[src/rtl/ps2_pkg.sv]
// Shared definitions for the PS/2 scan sequencer: FSM encoding, scan-code
// constants, event payload layout and the discard-byte classifier.
package ps2_pkg;

   typedef enum logic [1:0] {
      ST_IDLE = 2'd0,   // no prefix pending
      ST_PFX  = 2'd1,   // E0 and/or F0 prefix pending
      ST_GAP  = 2'd2    // one-cycle wait after a consume pulse
   } state_t;

   localparam logic [7:0] SC_EXT    = 8'hE0;
   localparam logic [7:0] SC_BRK    = 8'hF0;
   localparam logic [7:0] SC_LSHIFT = 8'h12;
   localparam logic [7:0] SC_RSHIFT = 8'h59;
   localparam logic [7:0] SC_CTRL   = 8'h14;
   localparam logic [7:0] SC_ALT    = 8'h11;

   // Event payload: {brk, ext, code}
   localparam int unsigned EV_CODE_W   = 8;
   localparam int unsigned EV_CODE_LSB = 0;
   localparam int unsigned EV_EXT_BIT  = 8;
   localparam int unsigned EV_BRK_BIT  = 9;
   localparam int unsigned EV_W        = 10;

   // Keyboard status/ack bytes that carry no key information
   function automatic logic is_discard(input logic [7:0] b);
      return (b == 8'hAA) || (b == 8'hFA) || (b == 8'hEE) ||
             (b == 8'hFE) || (b == 8'h00) || (b == 8'hFF);
   endfunction

endpackage

[src/rtl/ps2_evt_fifo.sv]
// Synchronous show-ahead event FIFO.
// Ports: clk, rst (async, active-high); push/din write; pop read;
//        full/empty from the registered occupancy count; head = oldest entry.
module ps2_evt_fifo #(
   parameter int unsigned DEPTH = 4,
   parameter int unsigned WIDTH = 10
) (
   input  logic             clk,
   input  logic             rst,
   input  logic             push,
   input  logic [WIDTH-1:0] din,
   input  logic             pop,
   output logic             full,
   output logic             empty,
   output logic [WIDTH-1:0] head
);

   localparam int unsigned AW = $clog2(DEPTH);

   logic [WIDTH-1:0] mem [DEPTH];
   logic [AW-1:0]    wr_ptr;
   logic [AW-1:0]    rd_ptr;
   logic [AW:0]      count;
   logic             push_ok;
   logic             pop_ok;

   assign full    = (count == (AW+1)'(DEPTH));
   assign empty   = (count == '0);
   assign head    = mem[rd_ptr];
   assign push_ok = push && !full;
   assign pop_ok  = pop && !empty;

   // Storage and pointers; DEPTH is a power of two so pointers wrap naturally
   always_ff @(posedge clk or posedge rst) begin
      if (rst) begin
         wr_ptr <= '0;
         rd_ptr <= '0;
         count  <= '0;
         for (int i = 0; i < int'(DEPTH); i++) mem[i] <= '0;
      end else begin
         if (push_ok) begin
            mem[wr_ptr] <= din;
            wr_ptr      <= wr_ptr + AW'(1);
         end
         if (pop_ok) rd_ptr <= rd_ptr + AW'(1);
         count <= count + (AW+1)'(push_ok) - (AW+1)'(pop_ok);
      end
   end

endmodule

[src/rtl/ps2_scan_sequencer.sv]
// PS/2 scan sequencer: pops bytes from the ps2key receiver, decodes E0/F0
// prefixes, tracks shift/ctrl/alt, and queues {code,ext,brk} key events.
// Ports: clk, rst (async, active-high); rx_ready/rx_data/rx_overflow in,
//        rx_read_next pulse out; ev_valid/ev_ready/ev_code/ev_ext/ev_break
//        event stream; mod_shift/mod_ctrl/mod_alt; key_cnt; err pulse.
// Optional: PS2SEQ_REPEAT_FILTER_EN drops typematic repeats of the held key.
module ps2_scan_sequencer
   import ps2_pkg::*;
#(
   parameter int unsigned FIFO_DEPTH = 4,
   parameter int unsigned CNT_W      = 8
) (
   input  logic             clk,
   input  logic             rst,
   input  logic             rx_ready,
   input  logic [7:0]       rx_data,
   input  logic             rx_overflow,
   output logic             rx_read_next,
   output logic             ev_valid,
   input  logic             ev_ready,
   output logic [7:0]       ev_code,
   output logic             ev_ext,
   output logic             ev_break,
   output logic             mod_shift,
   output logic             mod_ctrl,
   output logic             mod_alt,
   output logic [CNT_W-1:0] key_cnt,
   output logic             err
);

   state_t          state;
   logic            ext;
   logic            brk;
   logic            lshift;
   logic            rshift;
   logic            fifo_full;
   logic            fifo_empty;
   logic [EV_W-1:0] fifo_head;
   logic [EV_W-1:0] push_data;
   logic            byte_ext;
   logic            byte_brk;
   logic            byte_key;
   logic            byte_err;
   logic            take;
   logic            push;
   logic            pop;
   logic            rpt_drop;

   // Byte classification against the current prefix flags
   assign byte_ext  = (rx_data == SC_EXT);
   assign byte_brk  = (rx_data == SC_BRK);
   assign byte_key  = !byte_ext && !byte_brk && !is_discard(rx_data);
   assign byte_err  = (byte_ext && (ext || brk)) || (byte_brk && brk);

   // A key byte is held off while the FIFO is full; prefixes never stall
   assign take      = (state != ST_GAP) && rx_ready && !(byte_key && fifo_full);
   assign push      = take && byte_key && !rpt_drop;
   assign push_data = {brk, ext, rx_data};
   assign pop       = ev_valid && ev_ready;

   assign ev_valid  = !fifo_empty;
   assign ev_code   = fifo_head[EV_CODE_LSB +: EV_CODE_W];
   assign ev_ext    = fifo_head[EV_EXT_BIT];
   assign ev_break  = fifo_head[EV_BRK_BIT];
   assign mod_shift = lshift || rshift;

`ifdef PS2SEQ_REPEAT_FILTER_EN
   logic       held_vld;
   logic [8:0] held_key;

   // Repeat make of the currently held key is consumed silently
   assign rpt_drop = !brk && held_vld && (held_key == {ext, rx_data});

   always_ff @(posedge clk or posedge rst) begin
      if (rst) begin
         held_vld <= 1'b0;
         held_key <= '0;
      end else if (take && byte_key) begin
         if (!brk) begin
            held_vld <= 1'b1;
            held_key <= {ext, rx_data};
         end else if (held_key == {ext, rx_data}) begin
            held_vld <= 1'b0;
         end
      end
   end
`else
   assign rpt_drop = 1'b0;
`endif

   // Decode FSM, modifier tracking and make-event counter
   always_ff @(posedge clk or posedge rst) begin
      if (rst) begin
         state        <= ST_IDLE;
         ext          <= 1'b0;
         brk          <= 1'b0;
         lshift       <= 1'b0;
         rshift       <= 1'b0;
         mod_ctrl     <= 1'b0;
         mod_alt      <= 1'b0;
         key_cnt      <= '0;
         rx_read_next <= 1'b0;
         err          <= 1'b0;
      end else begin
         rx_read_next <= 1'b0;
         err          <= 1'b0;
         case (state)
            ST_IDLE, ST_PFX: begin
               if (take) begin
                  rx_read_next <= 1'b1;
                  state        <= ST_GAP;
                  if (byte_err) begin
                     err <= 1'b1;
                     ext <= 1'b0;
                     brk <= 1'b0;
                  end else if (byte_ext) begin
                     ext <= 1'b1;
                  end else if (byte_brk) begin
                     brk <= 1'b1;
                  end else if (byte_key) begin
                     ext <= 1'b0;
                     brk <= 1'b0;
                     if (rx_data == SC_LSHIFT) lshift   <= !brk;
                     if (rx_data == SC_RSHIFT) rshift   <= !brk;
                     if (rx_data == SC_CTRL)   mod_ctrl <= !brk;
                     if (rx_data == SC_ALT)    mod_alt  <= !brk;
                     if (push && !brk) key_cnt <= key_cnt + CNT_W'(1);
                  end
               end
            end
            ST_GAP: state <= (ext || brk) ? ST_PFX : ST_IDLE;
            default: state <= ST_IDLE;
         endcase
         // Receiver overflow discards any partial prefix
         if (rx_overflow) begin
            err <= 1'b1;
            ext <= 1'b0;
            brk <= 1'b0;
            if (state != ST_GAP && !take) state <= ST_IDLE;
         end
      end
   end

   ps2_evt_fifo #(
      .DEPTH (FIFO_DEPTH),
      .WIDTH (EV_W)
   ) u_fifo (
      .clk   (clk),
      .rst   (rst),
      .push  (push),
      .din   (push_data),
      .pop   (pop),
      .full  (fifo_full),
      .empty (fifo_empty),
      .head  (fifo_head)
   );

endmodule

[config.mk]
export PLATFORM = sky130hd
export DESIGN_NAME = ps2_scan_sequencer
export DESIGN_NICKNAME = d
export VERILOG_FILES = /design/src/rtl/ps2_pkg.sv /design/src/rtl/ps2_evt_fifo.sv /design/src/rtl/ps2_scan_sequencer.sv
export SDC_FILE = /design/constraint.sdc
export NUM_CORES = 1
export LEC_CHECK = 0
export BUFFER_PORTS_ARGS = -buffer_cell sky130_fd_sc_hd__buf_2
export CAP_MARGIN = 20
export CORE_MARGIN = 5
export CORE_UTILIZATION = 44
export CTS_CLUSTER_DIAMETER = 40
export DETAILED_ROUTE_END_ITERATION = 16
export HOLD_SLACK_MARGIN = 0.02
export PLACE_DENSITY = 0.71
export SETUP_SLACK_MARGIN = 0.1
export SLEW_MARGIN = 10
export SYNTH_ARGS = -nofsm -noshare
export SYNTH_HDL_FRONTEND = slang
export SYNTH_SLANG_ARGS = --single-unit
[constraint.sdc]
create_clock -name clk -period 2.5 [get_ports clk]
set_clock_uncertainty 0.15 [all_clocks]
set_input_delay 0.125 -clock clk [delete_from_list [all_inputs] [get_ports clk]]
set_output_delay 0.125 -clock clk [all_outputs]
set_load 0.01 [all_outputs]
# Yosys cells after proc, flatten, opt, wreduce, memory -nomap -nowiden
# Index checks and enable logic that the tools add are counted.
# op_classes
n_eq_ne	17
n_addsub	5
bitwise	5
muxes	30
n_lt_le_gt_ge	3
reduce_logical	45
# op_table
op	count
$eq 8x8->1 const B	7
$bwmux 40	1
$reduce_and 7->1	5
$mux 10	3
$eq 8x5->1 const B	3
$bmux 10 s2	1
$demux 10 s2	1
$mux 1	20
$logic_and 1x1->1	14
$add 8x1->8 const B	1
$eq 8x7->1 const B	1
$logic_not 1->1	8
$logic_not 8->1	1
$logic_or 1x1->1	8
$reduce_and 4->1	2
$reduce_bool 4->1	2
$ge 3x3->1 const B	2
$mux 2	3
$not 2->3	2
$add 2x1->2 const B	2
$ne 4x3->1 const B	1
$pmux 2 s2	1
$reduce_bool 2->1	2
$add 3x1->3	1
other kinds (11)	13
# word_totals
in_bits	13
regBits	65
out_inout_bits	24
elab_cells	122

# Longest topological paths before layout
# Gate-level depths: netlist of the first run.
# depth
ltp_word	15
mapped_depth	10
depth_no_buf	9

# Hierarchy
# A second synthesis of the first run with hierarchy kept.
# hier_totals
hier_cells	236
hier_area_um2	3392.0
# modules_own_cells
mod	area_each_um2	instances	cells_each	seq_area_each_um2
ps2_evt_fifo	2312.2	1	132	1176.1
ps2_scan_sequencer	1079.8	1	104	450.4

# Least setup slack after synthesis of the first run
# OpenSTA, ideal clock, no wires.
# synth_timing
path_kind	register to register
startpoint	register u_fifo.count[2]
endpoint	register u_fifo.count[2]
n_path_buf	0
slack_ns	0.099
period_less_slack_ns	2.401
required_time_ns	2.227
arrival_time_ns	2.129
setup_ns	0.123
stages_incl_launch_ff	10
path_cell_list	dfrtp_1 or3_1 and2_1 ha_1 inv_1 ha_1 inv_1 fa_1 xnor2_1 xnor2_1
# synth_between
elab_cells_between_ends	13
classes_between	add/sub (2); eq/ne (1); reduce/logical (10)
# synth_rtl
element	line	text
start: declaration	ps2_evt_fifo.sv:23	logic [AW:0] count;
start signal: assignment	ps2_evt_fifo.sv:46	count <= count + (AW+1)'(push_ok) - (AW+1)'(pop_ok);
$logic_not 3->1 (*)	ps2_evt_fifo.sv:28	assign empty = (count == '0);
$logic_not 1->1 (*)	ps2_scan_sequencer.sv:61	assign ev_valid = !fifo_empty;
via ev_valid	ps2_scan_sequencer.sv:19	output logic ev_valid,
$logic_and 1x1->1	ps2_scan_sequencer.sv:59	assign pop = ev_valid && ev_ready;
$logic_and 1x1->1 (*)	ps2_evt_fifo.sv:31	assign pop_ok = pop && !empty;
via u_fifo.pop_ok	ps2_evt_fifo.sv:25	logic pop_ok;
$sub 3x1->3 (*)	ps2_evt_fifo.sv:46	
# The timed path passes the listed nets; every way through them passes the cells marked *.
# A chain may end at the register's enable or synchronous reset.

# Final worst setup path of the first run
# layout_timing
startpoint	register u_fifo.count[1]
endpoint	register u_fifo.count[2]
# layout_between
elab_cells_between_ends	13
classes_between	add/sub (2); eq/ne (1); reduce/logical (10)
# layout_rtl
element	line
$logic_not 3->1 (*)	ps2_evt_fifo.sv:28
$logic_not 1->1 (*)	ps2_evt_fifo.sv:31, ps2_scan_sequencer.sv:61
$logic_and 1x1->1	ps2_scan_sequencer.sv:59
$logic_and 1x1->1 (*)	ps2_evt_fifo.sv:31
via u_fifo.pop_ok	ps2_evt_fifo.sv:25
$sub 3x1->3 (*)	ps2_evt_fifo.sv:46
# Marked as above.

==> impl_metrics.tcl, run 1 <==
set metrics [dict create \
    grt_usage_pct 16.0 \
    min_path_type "input port to flip-flop" \
    hpwl_mm 4.06 \
    grt_max_degree 32 \
    combPwrFrac_pct 37.8 \
    root_buffer "clkbuf_8" \
    antenna_found_initial 0 \
    diodes 0 \
    synthCells 225 \
    slew-limit-headroom_pct 57.2 \
    path_cells "or3_4, and2_4, ha_4, inv_4, ha_4, inv_2, fa_2, xnor2_2, xnor2_1" \
    layout_commonest_cell "dfrtp_1" \
    cts_tree "yes" \
    core_um2 6790 \
    finalCriticalPeriod_ps 2360 \
    worst_skew_pair.late_latency_ps 350 \
    reg2reg_depth 9 \
    grt_pass1_wl_mm 10.6 \
    seq_area_frac_synth_pct 53.0 \
    clock_power_share_pct 19.7 \
    slowest_delay_ps 420 \
    cpMostUsedCell "ha_4" \
    via_count 2006 \
    status "complete, no violations" \
    min_path_cells 4 \
    synth_cell_types 39 \
    cts_buffers 9 \
    slew_violations 0 \
    power-per-cell-area_nw_per_um2 1080 \
    critPathRequiredTime_ps 2620 \
    path_class "flip-flop to flip-flop" \
    arrival_ps 2470 \
    cp-end-kind "flip-flop" \
    worst_pin_slew_ps 642 \
    grt_pass1_vias 2120 \
    ant_nets 0 \
    drt-total-wl_mm 6.14 \
    path_depth 9 \
    viasPerCell 5.20 \
    yosys_most_used_dff "dfrtp_1" \
    port_buffers 36 \
    post_drt_wl_per_cell_um 15.9 \
    clock_sinks 65 \
    setup_tns_ps 0 \
    clock_path_buffers 2 \
    fmax_mhz 424 \
    fillers 559 \
    cp_slowest_cell "dfrtp_2" \
    ys_async_sr_fraction_pct 100 \
    switching_share_pct 33.4 \
    syn-cell-area_um2 3070 \
    start_kind "flip-flop" \
    rsz0062_at_grt "true" \
    drc_errors 0 \
    p_leak_uw 0.00175 \
    peakVddDrop_uv 583 \
    num_io_pins 37 \
    gr-total-overflow 0 \
    path_buf_inv 2 \
    cp_max_fo 3 \
    final_cell_mix "dfrtp_1 (64), mux2_2 (41), buf_2 (34)" \
    switchingPower_uw 1370 \
    layout-drive-gt1-share_pct 46.6 \
    power_frac_seq_pct 42.5 \
    avgSynthCellArea_um2 13.6 \
    ys_ff_latch 65 \
    start_util_pct 45.2 \
    critPathTopFamily "adder cells" \
    place.gp.congestion 0.774 \
    areaGrowthSynthToFinish_pct 23.2 \
    rows 30 \
    maxCapViolCount 0 \
    finalSetupViolations 0 \
    cts_max_level 3 \
    clk_pin_slew_ps 80 \
    final_nets 306 \
    ys.warnings.count 0 \
    synth_edf_count 0 \
    hold_viol 0 \
    die_w_um 93.5 \
    placed_cells 356 \
    dr.first_iter.drc_count 73 \
    drtPass1Iterations 4 \
    fin_crit_sh_pct 94.3 \
    die_area_um2 8750 \
    dieHeight_um 93.5 \
    synth_fp_nets 246 \
    fin_cells 386 \
    intPower_uw 2730 \
]
==> cells by family after synthesis <==
kind of cell	share of synthesized area, %
mux	23.0
xor+xnor	3.42
compound gates	5.10
flops	53.0
fa+ha+maj	3.51
buf+inv	2.94
simple gates	9.01
==> worst reg2reg max path, cell delays in order, from the launching register on <==
cell and delay, ps:
dfrtp_2 420, or3_4 390, and2_4 160, ha_4 220, inv_4 60, ha_4 120
inv_2 40, fa_2 390, xnor2_2 150, xnor2_1 180
==> worst paths after layout <==
path / from / endpoint / slack (ps)
setup / recovery: u_fifo.count[1] / u_fifo.count[2] / 140
hold / removal: rx_data[2] / mod_alt / 60
setup reg to reg: u_fifo.count[1] / u_fifo.count[2] / 140
hold reg to reg: key_cnt[7] / key_cnt[7] / 310
max in group asynchronous: rst / u_fifo.count[1] / 1200
min in group asynchronous: rst / u_fifo.mem[21] / 240
==> cells in the mapped netlist (all sizes together) (4+ instances only) <==
cell type	count	area share (%)
o21ai	4	0.65
nor2	5	0.61
xnor2	10	2.9
dfrtp	65	53
nand2	11	1.7
ha	7	2.9
mux2	41	15
buf	6	0.98
inv	13	1.6
nand4	6	1.2
mux4	10	7.3
==> what timing repair did <==
item | 4_1_cts | 5_1_grt
setup endpoints to repair | 1 | 52
setup buffers | 2 | 1
pin swaps | 0 | 9
endpoints found under the hold margin | 57 | 0
hold buffers | 11 | 0
resized for setup | 3 | 18
==> metal layers <==
| metal | wire length (um) | share of wire (%) | GRT usage (%) | vias to the layer above |
|---|---|---|---|---|
| li1 | - | - | - | 935 |
| met1 | 2660 | 43 | 19.8 | 1015 |
| met2 | 3070 | 50 | 26.0 | 44 |
| met3 | 321 | 5.2 | 6.11 | 12 |
| met4 | 97 | 1.6 | 4.64 | 0 |
| met5 | 0 | 0 | 0 | - |
==> power by group through the flow <==
stage / Sequential, uW / Combinational, uW / Clock [uW]
after floorplan: 1650 / 1100 / 0
after global placement: 1750 / 1390 / 0
after detailed placement: 1770 / 1420 / 0
after CTS: 1740 / 1500 / 828
after global routing: 1810 / 1710 / 883
final: 1740 / 1550 / 807
==> state kept, by name (all words and copies together) (netlist names) <==
name           cells
brk                1
err                1
ext                1
key_cnt            8
lshift             1
mod_alt            1
mod_ctrl           1
rshift             1
rx_read_next       1
state              2
u_fifo.count       3
u_fifo.mem        40
u_fifo.rd_ptr      2
u_fifo.wr_ptr      2
==> layout make-up <==
| cell class | count | area, um^2 | area share (%) |
|---|---|---|---|
| Tap cell | 96 | 120 | 3.18 |
| Timing Repair Buffer | 58 | 385 | 10.2 |
| Sequential cell | 65 | 1630 | 43.1 |
| Clock buffer | 10 | 138 | 3.64 |
| Multi-Input combinational cell | 138 | 1410 | 37.4 |
| Clock inverter | 6 | 43.8 | 1.16 |
| Inverter | 13 | 51.3 | 1.36 |
==> stage by stage <==
stage               power [uW]  util (%)  setup slack [ps]  hold WS, ps  cell area (um^2)
finish                    4100      55.6               143         63.9              3780
global route              4400      55.6              64.8         74.5              3780
CTS                       4070      54.6               117         41.2              3710
detailed placement        3190      49.9              33.6          107              3390
global placement          3140      49.9               127         98.8              3390
floorplan                 2750         -               132          106              3070
Note: power is estimated with default switching activity, not from simulation.
==> run 2, diff against run 1 <==
PLACE_DENSITY = 0.74   (was 0.71)
RECOVER_POWER = 50   (was default)
clock period = 2.1 ns   (was 2.5 ns; I/O delays follow)
==> run 2 against run 1 <==
  * The flow now finishes with violations (setup timing)
  * Sequential power is 17% higher
  * Via count is 5.5% higher
  * Register-to-register slack worse by 250 ps
  * Sequential cell count stayed put
==> impl_metrics.tcl, run 2 (same netlist as run 1, synthesis figures left out) <==
set metrics [dict create \
    power-per-cell-area_nw_per_um2 1310 \
    clock_path_buffers 2 \
    cp_slowest_cell "dfrtp_1" \
    worst_pin_slew_ps 929 \
    hold_viol 0 \
    power_frac_seq_pct 37.8 \
    largest_register_ffs 40 \
    cts_tree "yes" \
    fin_util_pct 60.9 \
    cts_max_level 3 \
    rsz0062_at_grt "true" \
    slowest_delay_ps 380 \
    slew_violations 0 \
    combPwrFrac_pct 44.3 \
    path_cells "or3_4, and2_4, ha_4, inv_4, ha_4, inv_2, fa_2, xnor2_2, xnor2_1" \
    finalPower_uw 5400 \
    fmax_mhz 453 \
    areaGrowthSynthToFinish_pct 34.8 \
    fin_crit_sh_pct 105 \
    p_leak_uw 0.00190 \
    final_cell_area_um2 4140 \
    placed_area_um2 3660 \
    die_w_um 93.5 \
    min_path_type "input port to flip-flop" \
    intPower_uw 3530 \
    critPathRequiredTime_ps 2180 \
    switchingPower_uw 1870 \
    diodes 0 \
    maxCapViolCount 0 \
    drc_errors 0 \
    ant_nets 0 \
    wl_met3_um 304 \
    hpwl_mm 4.54 \
    arrival_ps 2290 \
    finalCriticalPeriod_ps 2210 \
    switching_share_pct 34.6 \
    antenna_found_initial 0 \
    start_util_pct 45.2 \
    cp-end-kind "flip-flop" \
    dieHeight_um 93.5 \
    cts_buffers 9 \
    grt_max_degree 43 \
    dr.first_iter.drc_count 65 \
    peakVddDrop_uv 731 \
    slew-limit-headroom_pct 38.0 \
    grt_pass1_vias 2183 \
    grt_usage_pct 16.4 \
    layout-drive-gt1-share_pct 49.4 \
    rows 30 \
    clock_sinks 65 \
    place_ws_ps -170 \
    post_drt_wl_per_cell_um 16.7 \
    root_buffer "clkbuf_8" \
    critPathTopFamily "adder cells" \
    drtPass1Iterations 4 \
    status "complete, but fails checks" \
    clk_pin_slew_ps 70 \
    clock_power_share_pct 18.0 \
    drt-total-wl_mm 6.89 \
    start_kind "flip-flop" \
    worst_skew_pair.late_latency_ps 340 \
    via_count 2116 \
    core_um2 6790 \
    finalSetupViolations 42 \
    die_area_um2 8750 \
    reg2reg_slack_ps -110 \
    path_buf_inv 2 \
    dr.max_layer_used "met4" \
    wl_met1_mm 3.04 \
    worst_hold_slack_ps 37.1 \
    viasPerCell 5.14 \
    final_nets 332 \
    gr-total-overflow 0 \
    cp_max_fo 2 \
    cpMostUsedCell "ha_4" \
    top_register "u_fifo.mem" \
    setup_slack_ps -109 \
    path_class "flip-flop to flip-flop" \
    num_io_pins 37 \
    layout_commonest_cell "dfrtp_1" \
    port_buffers 36 \
    met2_length_mm 3.47 \
    violations "setup timing" \
    final_cell_mix "dfrtp_1 (65), mux2_2 (41), buf_4 (32)" \
    reg_top3 "u_fifo.mem x40, key_cnt x8, u_fifo.count x3" \
    grt_pass1_wl_mm 11.0 \
    place.gp.congestion 0.796 \
]
run 2: cell types whose count changed in the layout (fill, tap and decap cells not counted), sizes merged:
cell | previous run | this run
buf | 47 | 63
inv | 13 | 15
clkinv | 5 | 0
dlygate4sd3 | 11 | 6
clkinvlp | 1 | 5
clkbuf | 10 | 24
run 2: final timing paths:
kind	from	depth (start not counted)	end
max	u_fifo.count[0]	9	u_fifo.count[2]
min	ev_ready	4	u_fifo.rd_ptr[0]
max reg2reg	u_fifo.count[0]	9	u_fifo.count[2]
min reg2reg	key_cnt[7]	1	key_cnt[7]
max in group asynchronous	rst	4	u_fifo.mem[24]
min in group asynchronous	rst	3	ext
run 2: stage by stage:
step / std cells / setup TNS, ps
after floorplan: 225 / -231
final: 412 / -1520
after global placement: 377 / -1850
after CTS: 403 / -179
after detailed placement: 377 / -2270
after global routing: 412 / -4740
run 2: worst reg2reg max path, stage by stage, from the launching register on:
cell	delay (ps)
dfrtp_1	380
or3_4	380
and2_4	160
ha_4	210
inv_4	50
ha_4	120
inv_2	30
fa_2	340
xnor2_2	140
xnor2_1	120
run 2: layout make-up:
type | instances | area, um^2
clock buffers | 9 | 124
flip-flops and latches | 65 | 1630
inverters | 13 | 51.3
well taps | 96 | 120
fillers | 522 | 2660
repair buffers | 84 | 676
clock inverters | 7 | 55.1
multi-input cells | 138 | 1480
run 2: what timing repair did:
action,4_1_cts,5_1_grt
pin swaps,3,4
gates cloned,0,4
hold endpoints to repair,33,0
endpoints found under the setup margin,53,46
buffers inserted,4,5
resized for setup,3,16
hold buffers,6,0
run 2: power by group through the flow:
stage	registers [uW]	logic, uW	clock network [uW]
CTS	2030	2130	991
detailed placement	2050	2050	0
finish	2040	2390	970
global route	2100	2600	1060
global placement	2020	1980	0
floorplan	1970	1370	0
run 2: per-layer routing:
metal / up-vias / GRT usage, %
met5: - / 0
met4: 0 / 5.49
met3: 7 / 4.18
met2: 36 / 28.4
met1: 1085 / 19.9
li1: 988 / -
